[src/rtl/qrs_extremum_search_if.sv]
// Handshake bundle between the QRS algorithm FSM (master) and the extremum search (slave).
// Carries the qualified abs-diff stream, search control and the peak-report outputs.
interface qrs_extremum_search_if #(
  parameter int unsigned DATA_WIDTH = 11
);
  logic                  i_ce;
  logic [DATA_WIDTH-1:0] i_abs_diff;
  logic                  i_abs_diff_valid;
  logic                  i_qrs_search_en;
  logic [DATA_WIDTH-1:0] i_qrs_threshold;
  logic                  i_th_initialised;
  logic                  o_abs_diff_short_valid;
  logic [DATA_WIDTH-1:0] o_abs_diff_short_max;
  logic                  o_extremum_found;
  logic                  o_refractory;

  modport master (
    output i_ce, i_abs_diff, i_abs_diff_valid, i_qrs_search_en, i_qrs_threshold,
           i_th_initialised,
    input  o_abs_diff_short_valid, o_abs_diff_short_max, o_extremum_found, o_refractory
  );

  modport slave (
    input  i_ce, i_abs_diff, i_abs_diff_valid, i_qrs_search_en, i_qrs_threshold,
           i_th_initialised,
    output o_abs_diff_short_valid, o_abs_diff_short_max, o_extremum_found, o_refractory
  );
endinterface

[src/rtl/qrs_extremum_search.sv]
// Short-window maximum tracker that confirms an R-peak after PEAK_HOLD samples without a new
// maximum, pulses o_extremum_found once, then ignores REFRACT samples.
module qrs_extremum_search #(
  parameter int unsigned DATA_WIDTH = 11,
  parameter int unsigned PEAK_HOLD  = 18,
  parameter int unsigned REFRACT    = 72,
  parameter int unsigned CNT_WIDTH  = 8
) (
  input logic                   i_clk,
  input logic                   i_nrst,
  qrs_extremum_search_if.slave  io_bus
);

  typedef enum logic [2:0] {StTrack, StArmed, StCandidate, StReport, StRefract} state_e;

  localparam logic [CNT_WIDTH-1:0] HoldLast    = CNT_WIDTH'(PEAK_HOLD - 1);
  localparam logic [CNT_WIDTH-1:0] RefractLast = CNT_WIDTH'(REFRACT - 1);

  state_e                r_state;
  logic [DATA_WIDTH-1:0] r_max;
  logic [CNT_WIDTH-1:0]  r_cnt;
  logic                  r_valid;
  logic                  r_pulse;
  logic                  r_refract;
  logic                  r_th_q;

  logic                  w_s;
  logic [DATA_WIDTH-1:0] w_x;
  logic                  w_gt_max;
  logic                  w_gt_thr;
  logic                  w_th;
  logic                  w_en;

  assign w_s  = io_bus.i_ce & io_bus.i_abs_diff_valid;
  assign w_th = io_bus.i_th_initialised;
  assign w_en = io_bus.i_qrs_search_en;
  // Clamped sample has a zero sign bit, so plain unsigned compares act on the magnitude.
  assign w_x      = io_bus.i_abs_diff[DATA_WIDTH-1] ? '0 : io_bus.i_abs_diff;
  assign w_gt_max = w_x > r_max;
  assign w_gt_thr = w_x > io_bus.i_qrs_threshold;

  always_ff @(posedge i_clk or negedge i_nrst) begin
    if (!i_nrst) begin
      r_state   <= StTrack;
      r_max     <= '0;
      r_cnt     <= '0;
      r_valid   <= 1'b0;
      r_pulse   <= 1'b0;
      r_refract <= 1'b0;
      r_th_q    <= 1'b0;
    end else begin
      r_th_q  <= w_th;
      r_pulse <= 1'b0;
      if (w_s) r_valid <= 1'b1;
      // Losing threshold initialisation restarts the search from scratch.
      if (r_state != StTrack && !w_th) begin
        r_state   <= StTrack;
        r_max     <= '0;
        r_cnt     <= '0;
        r_refract <= 1'b0;
      end else begin
        case (r_state)
          StTrack: begin
            if (w_th && !r_th_q) begin
              r_state <= StArmed;
              r_max   <= '0;
            end else if (w_s && w_gt_max) begin
              r_max <= w_x;
            end
          end
          StArmed: begin
            if (w_s && w_en && w_gt_thr) begin
              r_state <= StCandidate;
              r_max   <= w_x;
              r_cnt   <= '0;
            end
          end
          StCandidate: begin
            if (!w_en) begin
              r_state <= StArmed;
            end else if (w_s) begin
              if (w_gt_max) begin
                r_max <= w_x;
                r_cnt <= '0;
              end else if (r_cnt == HoldLast) begin
                r_state <= StReport;
                r_pulse <= 1'b1;
              end else begin
                r_cnt <= r_cnt + 1'b1;
              end
            end
          end
          StReport: begin
            r_state   <= StRefract;
            r_cnt     <= '0;
            r_refract <= 1'b1;
          end
          StRefract: begin
            if (w_s) begin
              if (r_cnt == RefractLast) begin
                r_state   <= StArmed;
                r_refract <= 1'b0;
              end else begin
                r_cnt <= r_cnt + 1'b1;
              end
            end
          end
          default: r_state <= StTrack;
        endcase
      end
    end
  end

  assign io_bus.o_abs_diff_short_valid = r_valid;
  assign io_bus.o_abs_diff_short_max   = r_max;
  assign io_bus.o_extremum_found       = r_pulse;
  assign io_bus.o_refractory           = r_refract;

endmodule

[src/flat_wrapper.sv]
// flat-port wrapper written by rule: the top's interface ports become plain ports
module qrs_extremum_search_flat 
#(
  parameter int unsigned DATA_WIDTH = 11,
  parameter int unsigned PEAK_HOLD  = 18,
  parameter int unsigned REFRACT    = 72,
  parameter int unsigned CNT_WIDTH  = 8
)
  (i_clk, i_nrst, io_bus_i_ce, io_bus_i_abs_diff, io_bus_i_abs_diff_valid, io_bus_i_qrs_search_en, io_bus_i_qrs_threshold, io_bus_i_th_initialised, io_bus_o_abs_diff_short_valid, io_bus_o_abs_diff_short_max, io_bus_o_extremum_found, io_bus_o_refractory);
  qrs_extremum_search_if #(.DATA_WIDTH(DATA_WIDTH)) io_bus_i ();
  input logic i_clk;
  input logic i_nrst;
  input wire logic [$bits(io_bus_i.i_ce)-1:0] io_bus_i_ce;
  input wire logic [$bits(io_bus_i.i_abs_diff)-1:0] io_bus_i_abs_diff;
  input wire logic [$bits(io_bus_i.i_abs_diff_valid)-1:0] io_bus_i_abs_diff_valid;
  input wire logic [$bits(io_bus_i.i_qrs_search_en)-1:0] io_bus_i_qrs_search_en;
  input wire logic [$bits(io_bus_i.i_qrs_threshold)-1:0] io_bus_i_qrs_threshold;
  input wire logic [$bits(io_bus_i.i_th_initialised)-1:0] io_bus_i_th_initialised;
  output wire logic [$bits(io_bus_i.o_abs_diff_short_valid)-1:0] io_bus_o_abs_diff_short_valid;
  output wire logic [$bits(io_bus_i.o_abs_diff_short_max)-1:0] io_bus_o_abs_diff_short_max;
  output wire logic [$bits(io_bus_i.o_extremum_found)-1:0] io_bus_o_extremum_found;
  output wire logic [$bits(io_bus_i.o_refractory)-1:0] io_bus_o_refractory;
  assign io_bus_i.i_ce = io_bus_i_ce;
  assign io_bus_i.i_abs_diff = io_bus_i_abs_diff;
  assign io_bus_i.i_abs_diff_valid = io_bus_i_abs_diff_valid;
  assign io_bus_i.i_qrs_search_en = io_bus_i_qrs_search_en;
  assign io_bus_i.i_qrs_threshold = io_bus_i_qrs_threshold;
  assign io_bus_i.i_th_initialised = io_bus_i_th_initialised;
  assign io_bus_o_abs_diff_short_valid = io_bus_i.o_abs_diff_short_valid;
  assign io_bus_o_abs_diff_short_max = io_bus_i.o_abs_diff_short_max;
  assign io_bus_o_extremum_found = io_bus_i.o_extremum_found;
  assign io_bus_o_refractory = io_bus_i.o_refractory;
  qrs_extremum_search #(.DATA_WIDTH(DATA_WIDTH), .PEAK_HOLD(PEAK_HOLD), .REFRACT(REFRACT), .CNT_WIDTH(CNT_WIDTH)) u_core (.i_clk(i_clk), .i_nrst(i_nrst), .io_bus(io_bus_i));
endmodule
[config.mk]
export PLATFORM = sky130hd
export DESIGN_NAME = qrs_extremum_search_flat
export DESIGN_NICKNAME = d
export VERILOG_FILES = /design/src/rtl/qrs_extremum_search_if.sv /design/src/rtl/qrs_extremum_search.sv /design/src/flat_wrapper.sv
export SDC_FILE = /design/constraint.sdc
export NUM_CORES = 1
export LEC_CHECK = 0
export CORE_MARGIN = 3
export CORE_UTILIZATION = 45
export CTS_BUF_LIST = sky130_fd_sc_hd__clkbuf_16
export DETAILED_ROUTE_END_ITERATION = 6
export PLACE_DENSITY = 0.71
export SYNTH_ARGS = -nofsm -noshare
export SYNTH_HDL_FRONTEND = slang
export SYNTH_SLANG_ARGS = --single-unit
[constraint.sdc]
create_clock -name i_clk -period 2.95 [get_ports i_clk]
set_clock_uncertainty 0.1 [all_clocks]
set_input_delay 0.7375 -clock i_clk [delete_from_list [all_inputs] [get_ports i_clk]]
set_output_delay 0.7375 -clock i_clk [all_outputs]
set_load 0.01 [all_outputs]
**Word-level counts from Yosys, hierarchy flattened**

Cells that the tools add are included.

- Output and inout bits: 14
- Flip-flop bits (word level): 26

- Reductions and logical operators: 16
- Equality and inequality tests: 19
- Bitwise gates (word level): 1
- Muxes and demuxes: 38
- $lt $le $gt $ge: 2
- $add $sub $neg: 1

Operators with widths:

| cell | number |
|---|---|
| two-way mux 11 bit | 7 |
| two-way mux 8 bit | 8 |
| case mux 11 bit (3 select lines) | 1 |
| case mux 8 bit (4 select lines) | 1 |
| two-way mux 3 bit | 9 |
| greater-than comparator 11 bit | 2 |
| != test 3 x 1 -> 1 bit (second input constant) | 6 |
| case mux 3 bit (5 select lines) | 1 |
| AND reduction 7 bit | 2 |
| != test 4 x 2 -> 1 bit (second input constant) | 3 |
| two-way mux 10 bit | 1 |
| two-way mux 1 bit | 9 |
| adder 8 x 1 -> 8 bit (second input constant) | 1 |
| == test 8 x 5 -> 1 bit (second input constant) | 1 |
| == test 8 x 7 -> 1 bit (second input constant) | 1 |
| == test 3 x 2 -> 1 bit (second input constant) | 2 |
| != test 3 x 2 -> 1 bit (second input constant) | 2 |
| AND reduction 6 bit | 1 |
| nonzero test 3 bit | 2 |
| logical AND 1 bit | 5 |
| nonzero test 5 bit | 1 |
| != test 4 x 1 -> 1 bit (second input constant) | 1 |
| != test 4 bit (second input constant) | 1 |
| nonzero test 4 bit | 1 |
| 7 further kinds | 8 |

**Depth between registers and ports, before layout**

- Depth in word-level cells: 7
- Depth in mapped cells: 11
- Depth with buffers taken out: 10

**Worst setup path before layout**

No wires, ideal clock.

- Kind: input to register
- Start: input port io_bus_i_abs_diff[10]
- End: register u_core.r_max[0] (netlist: u_core.io_bus.o_abs_diff_short_max[0])
- Library setup time: 0.125 ns
- Stages on the path: 11
- Data arrival time: 3.085 ns
- Path slack: -0.360 ns
- Required time: 2.725 ns
- Buffers on the path: 1
- Path through: clkbuf_1 > nor2b_1 > ha_1 > and3b_2 > nand4_1 > nand3_1 > a21bo_2 > o21a_4 > and3_4 > o211ai_4 > mux2_2

- Longest elaborated chain between the ends: 6

Ends and longest elaborated chain:

| element | line | text |
|---|---|---|
| start: declaration | flat_wrapper.sv:14 | `input wire logic [$bits(io_bus_i.i_abs_diff)-1:0] io_bus_i_abs_diff;` |
| two-way mux 10 bit (*) | qrs_extremum_search.sv:38 | `assign w_x = io_bus.i_abs_diff[DATA_WIDTH-1] ? '0 : io_bus.i_abs_diff;` |
| branches (longest 5 deep; another with greater-than comparator 11 bit) | n/a |  |
| end signal: assignment | qrs_extremum_search.sv:68 | `r_max <= w_x;` |
| end signal: assignment | qrs_extremum_search.sv:74 | `r_max <= w_x;` |
| end signal: assignment | qrs_extremum_search.sv:83 | `r_max <= w_x;` |
| end: declaration | qrs_extremum_search.sv:20 | `logic [DATA_WIDTH-1:0] r_max;` |

Every way passes the cells marked *. The select of a mux whose other input is x is not followed.
A chain may end at the register's enable or synchronous reset.

**Worst setup path after layout**

- Start: input port io_bus_i_abs_diff[10]
- End: register u_core.r_cnt[5]

- Longest elaborated chain between the ends: 7

Ends and longest elaborated chain:

| element | line | text |
|---|---|---|
| two-way mux 10 bit (*) | qrs_extremum_search.sv:38 |  |
| greater-than comparator 11 bit | qrs_extremum_search.sv:39 | `assign w_gt_max = w_x > r_max;` |
| two-way mux 8 bit | qrs_extremum_search.sv:82 | `if (w_gt_max) begin` |
| two-way mux 8 bit | qrs_extremum_search.sv:81 | `end else if (w_s) begin` |
| two-way mux 8 bit | qrs_extremum_search.sv:79 | `if (!w_en) begin` |
| case mux 8 bit (4 select lines) | qrs_extremum_search.sv:62 | `case (r_state)` |
| two-way mux 8 bit | qrs_extremum_search.sv:56 | `if (r_state != StTrack && !w_th) begin` |
| end signal: assignment | qrs_extremum_search.sv:89 | `r_cnt <= r_cnt + 1'b1;` |
| end signal: assignment | qrs_extremum_search.sv:104 | `r_cnt <= r_cnt + 1'b1;` |
| end: declaration | qrs_extremum_search.sv:21 | `logic [CNT_WIDTH-1:0] r_cnt;` |

Every way passes the cells marked *; elsewhere a longest branch is shown, timed or not. The select of a mux whose other input is x is not followed.

==> impl_metrics.csv <==
group,metric,value,unit
power_and_ir_drop,peakVddDrop,0.000589,V
routing,via_per_inst,5.56,
worst_setup_path,critPathTopFamily,"compound AO/OA/AOI/OAI gates",
yosys,synth-simple-area-share,0.255,
floorplanning,die_y,75.1,µm
power_and_ir_drop,leakage,1.64,nW
floorplanning,die_area,5640,µm²
sta,rsz0062_at_grt,"true",
worst_setup_path,crit_type,"in -> reg",
worst_setup_path,arrival,3.20,ns
cts,cts_root_buf,"clkbuf_16",
worst_setup_path,crit_chain,"buf_8 -> buf_12 -> buf_4 -> nor2b_4 -> ha_4 -> nand3_4 -> buf_6 -> nor3_2 -> a211o_1 -> a2111oi_4 -> o31ai_4 -> buf_12 -> a21o_1 -> a22o_1",
sta,tightest_slew,0.520,ns
global_routing,antenna_found_initial,0,
cells_and_area,n_antenna_cell,0,
yosys,yosysWarnings,0,
sta,finalSetupTns,-2.87,ns
job,timing.max_cap.violations,0,
placed_design,finalWeightedCongestion,0.863,
routing,drc,0,
sta,finalHoldViolations,0,
global_routing,grt_pass1_wl,10200,µm
worst_hold_path,hp-class,"reg -> reg",
cells_and_area,nNetsFinal,385,
power_and_ir_drop,switching_share,0.389,
yosys,synth_edf_count,0,
cells_and_area,multi_input_comb_area,1800,µm²
power_and_ir_drop,pwr-share-seq,0.205,
sta,fmax,317,MHz
worst_setup_path,cp_slowest_cell,"a2111oi_4",
yosys,postSynthNetCount,294,
sta,finalWorstSetupSlack,-0.201,ns
sta,final_max_slew_viol_count,0,
floorplanning,coreArea,4470,µm²
floorplanning,ios,42,
cells_and_area,layout.area.seq,626,µm²
routing,first_pass_iters,4,
global_routing,track_usage,0.233,
run_status,status,"finished, violations left",
cts,clock-sinks,25,
cells_and_area,nFillCells,289,
worst_setup_path,cp-start-kind,"primary input",
yosys,syn_area,2150,µm²
cts,ctsHtreeMaxLevel,1,
global_routing,overflow,0,
worst_setup_path,setup.worst_path.end_class,"flop",
cts,clkTransAtPathRegs,0.07,ns
yosys,synth_xor_area_frac,0.00408,
sta,hold_ws,0.371,ns
cts,ctsHoldBuffers,0,
yosys,synth_mux_area_frac,0.0524,
yosys,synthArstFlopShare,1.00,
run_status,violations,"negative setup slack",
cts,max-clock-path-buffers,2,
routing,vias,2168,
yosys,synth_compound_area_frac,0.218,
worst_setup_path,critical_path_required,3.00,ns
yosys,ys_seq_elements,25,
sta,period_share,1.07,
worst_setup_path,timing.critical_path.mode_cell,"buf_12",
placed_design,port_buffers,40,
yosys,postSynthAreaPerCell,8.66,µm²
sta,finalSetupViolations,18,
cells_and_area,area_growth,66.6,%
sta,relSlewSlack,0.649,
cts,worst_skew_pair.late_latency,0.26,ns
yosys,synthAdderAreaFrac,0.119,
worst_setup_path,cp_max_fo,7,
power_and_ir_drop,pwr-share-clk,0.110,
yosys,yosysUniqueCellTypes,55,
yosys,synth_top_family_by_area,"simple AND/OR/NAND/NOR gates",
yosys,syn_inst,248,
routing,postRouteAntennaNets,0,
power_and_ir_drop,p_total,2.77,mW
routing,wire_per_inst,16.3,µm
placed_design,place_hpwl,4120,µm
floorplanning,num_rows,24,
cts,cts_tree,"built",
worst_setup_path,path_buf_inv,5,
power_and_ir_drop,p_int,1.69,mW
power_and_ir_drop,p_switching,1.08,mW
power_and_ir_drop,cellPowerDensity,775,nW/µm²
yosys,synth_seq_area_share,0.291,
power_and_ir_drop,p_comb_frac,0.685,
routing,wl,6340,µm
cts,cts_buffers,3,
yosys,synth-main-ff-cell,"dfrtp_1",
cells_and_area,drive_gt1_frac,0.385,
global_routing,grt_max_degree,26,
floorplanning,start_util,0.480,
floorplanning,die_w,75.1,µm
worst_setup_path,worst_path_largest_cell_delay,0.45,ns
sta,finalCriticalPeriod,3.15,ns
global_routing,grt_pass1_vias,2127,
routing,drt-initial-drc-count,123,
cell usage in the layout (no fill, tap or decap), types with 8 or more instances in the layout:
master	Yosys	layout
buf_4	1	37
dfrtp_1	25	25
clkdlybuf4s50_1	0	24
nor2_1	24	23
inv_1	27	22
nand2_1	14	11
ha_4	0	11
mux2_4	0	10
a21oi_1	11	9
dlygate4sd2_1	0	9
nand3_1	11	8
buf_6	0	8
power by group through the flow:
stage | clock [mW] | combinational [mW] | sequential [mW]
2_1_floorplan | 0 | 0.934 | 0.548
5_1_grt | 0.325 | 2.05 | 0.592
4_1_cts | 0.311 | 1.81 | 0.562
6_report | 0.304 | 1.90 | 0.568
3_5_place_dp | 0 | 1.49 | 0.565
3_3_place_gp | 0 | 1.46 | 0.562
cell type report:
| class | instances | share of cell area |
|---|---|---|
| Multi-Input combinational cell | 191 | 0.502 |
| Timing Repair Buffer | 91 | 0.254 |
| Sequential cell | 25 | 0.175 |
| Inverter | 27 | 0.0283 |
| Clock buffer | 3 | 0.0210 |
| Tap cell | 52 | 0.0182 |
| Clock inverter | 1 | 0.00105 |
Yosys cell counts, types with 3 or more instances:
master    instances  share of area
a22o_1            3          0.012
nand3_1          11          0.026
nor2b_1          14          0.041
clkbuf_1          4         0.0070
ha_1             18           0.10
inv_1            27          0.047
nand4_1           6          0.017
nand2_1          14          0.024
a21o_1            7          0.024
nand2b_1          3         0.0087
o211ai_1          3          0.010
mux2_2           10          0.052
o21ai_0          11          0.026
nor3_1            5          0.012
and3_1            3         0.0087
and2b_1           6          0.021
a21oi_1          11          0.026
nor2_1           24          0.042
dfrtp_1          25           0.29
worst paths after layout:
check                                                       from                                     to  slack, ns  cells past startpoint
setup / recovery                           io_bus_i_abs_diff[10]                        u_core.r_cnt[5]      -0.20                     14
hold / removal              u_core.io_bus.o_abs_diff_short_valid   u_core.io_bus.o_abs_diff_short_valid       0.37                      1
setup reg to reg           u_core.io_bus.o_abs_diff_short_max[3]                        u_core.r_cnt[6]       0.21                     12
hold reg to reg             u_core.io_bus.o_abs_diff_short_valid   u_core.io_bus.o_abs_diff_short_valid       0.37                      1
max in group asynchronous                                 i_nrst                        u_core.r_cnt[4]       1.74                      2
min in group asynchronous                                 i_nrst  u_core.io_bus.o_abs_diff_short_max[5]       0.76                      2
metal layers:
metal	global-route usage	part of all wire
met1	0.325	0.47
met5	0	0
met3	0.0320	0.031
met2	0.379	0.49
met4	0.0593	0.012
cells by family after synthesis:
logic type,count (synthesis)
and+or+nand+nor,99
AOI/OAI and AO/OA,59
buffers and inverters,32
DFF,25
adders and majority gates,21
muxes,10
other,1
xor gates and xnor gates,1
through the flow:
stage | util | cell area, µm² | cells | setup slack, ns
2_1_floorplan | - | 2270 | 248 | -0.240
3_3_place_gp | 0.670 | 3000 | 374 | -0.807
3_5_place_dp | 0.670 | 3000 | 374 | -0.848
4_1_cts | 0.771 | 3450 | 387 | -0.140
5_1_grt | 0.799 | 3580 | 390 | -0.316
6_report | 0.799 | 3580 | 390 | -0.201
repair_timing:
item                                    in CTS  in global routing
setup buffers                                9                  4
pin swaps                                   38                 16
gates cloned                                 2                  0
endpoints found under the setup margin      21                 18
gates resized for setup                     64                 28
flip-flops by register name, summed over array words and instances, names as in the netlist:
| name | cells |
|---|---|
| u_core.r_state | 3 |
| u_core.io_bus.o_abs_diff_short_valid | 1 |
| u_core.io_bus.o_refractory | 1 |
| u_core.r_cnt | 8 |
| u_core.io_bus.o_extremum_found | 1 |
| u_core.io_bus.o_abs_diff_short_max | 10 |
| u_core.r_th_q | 1 |
Note: power is estimated with default switching activity, not from simulation.
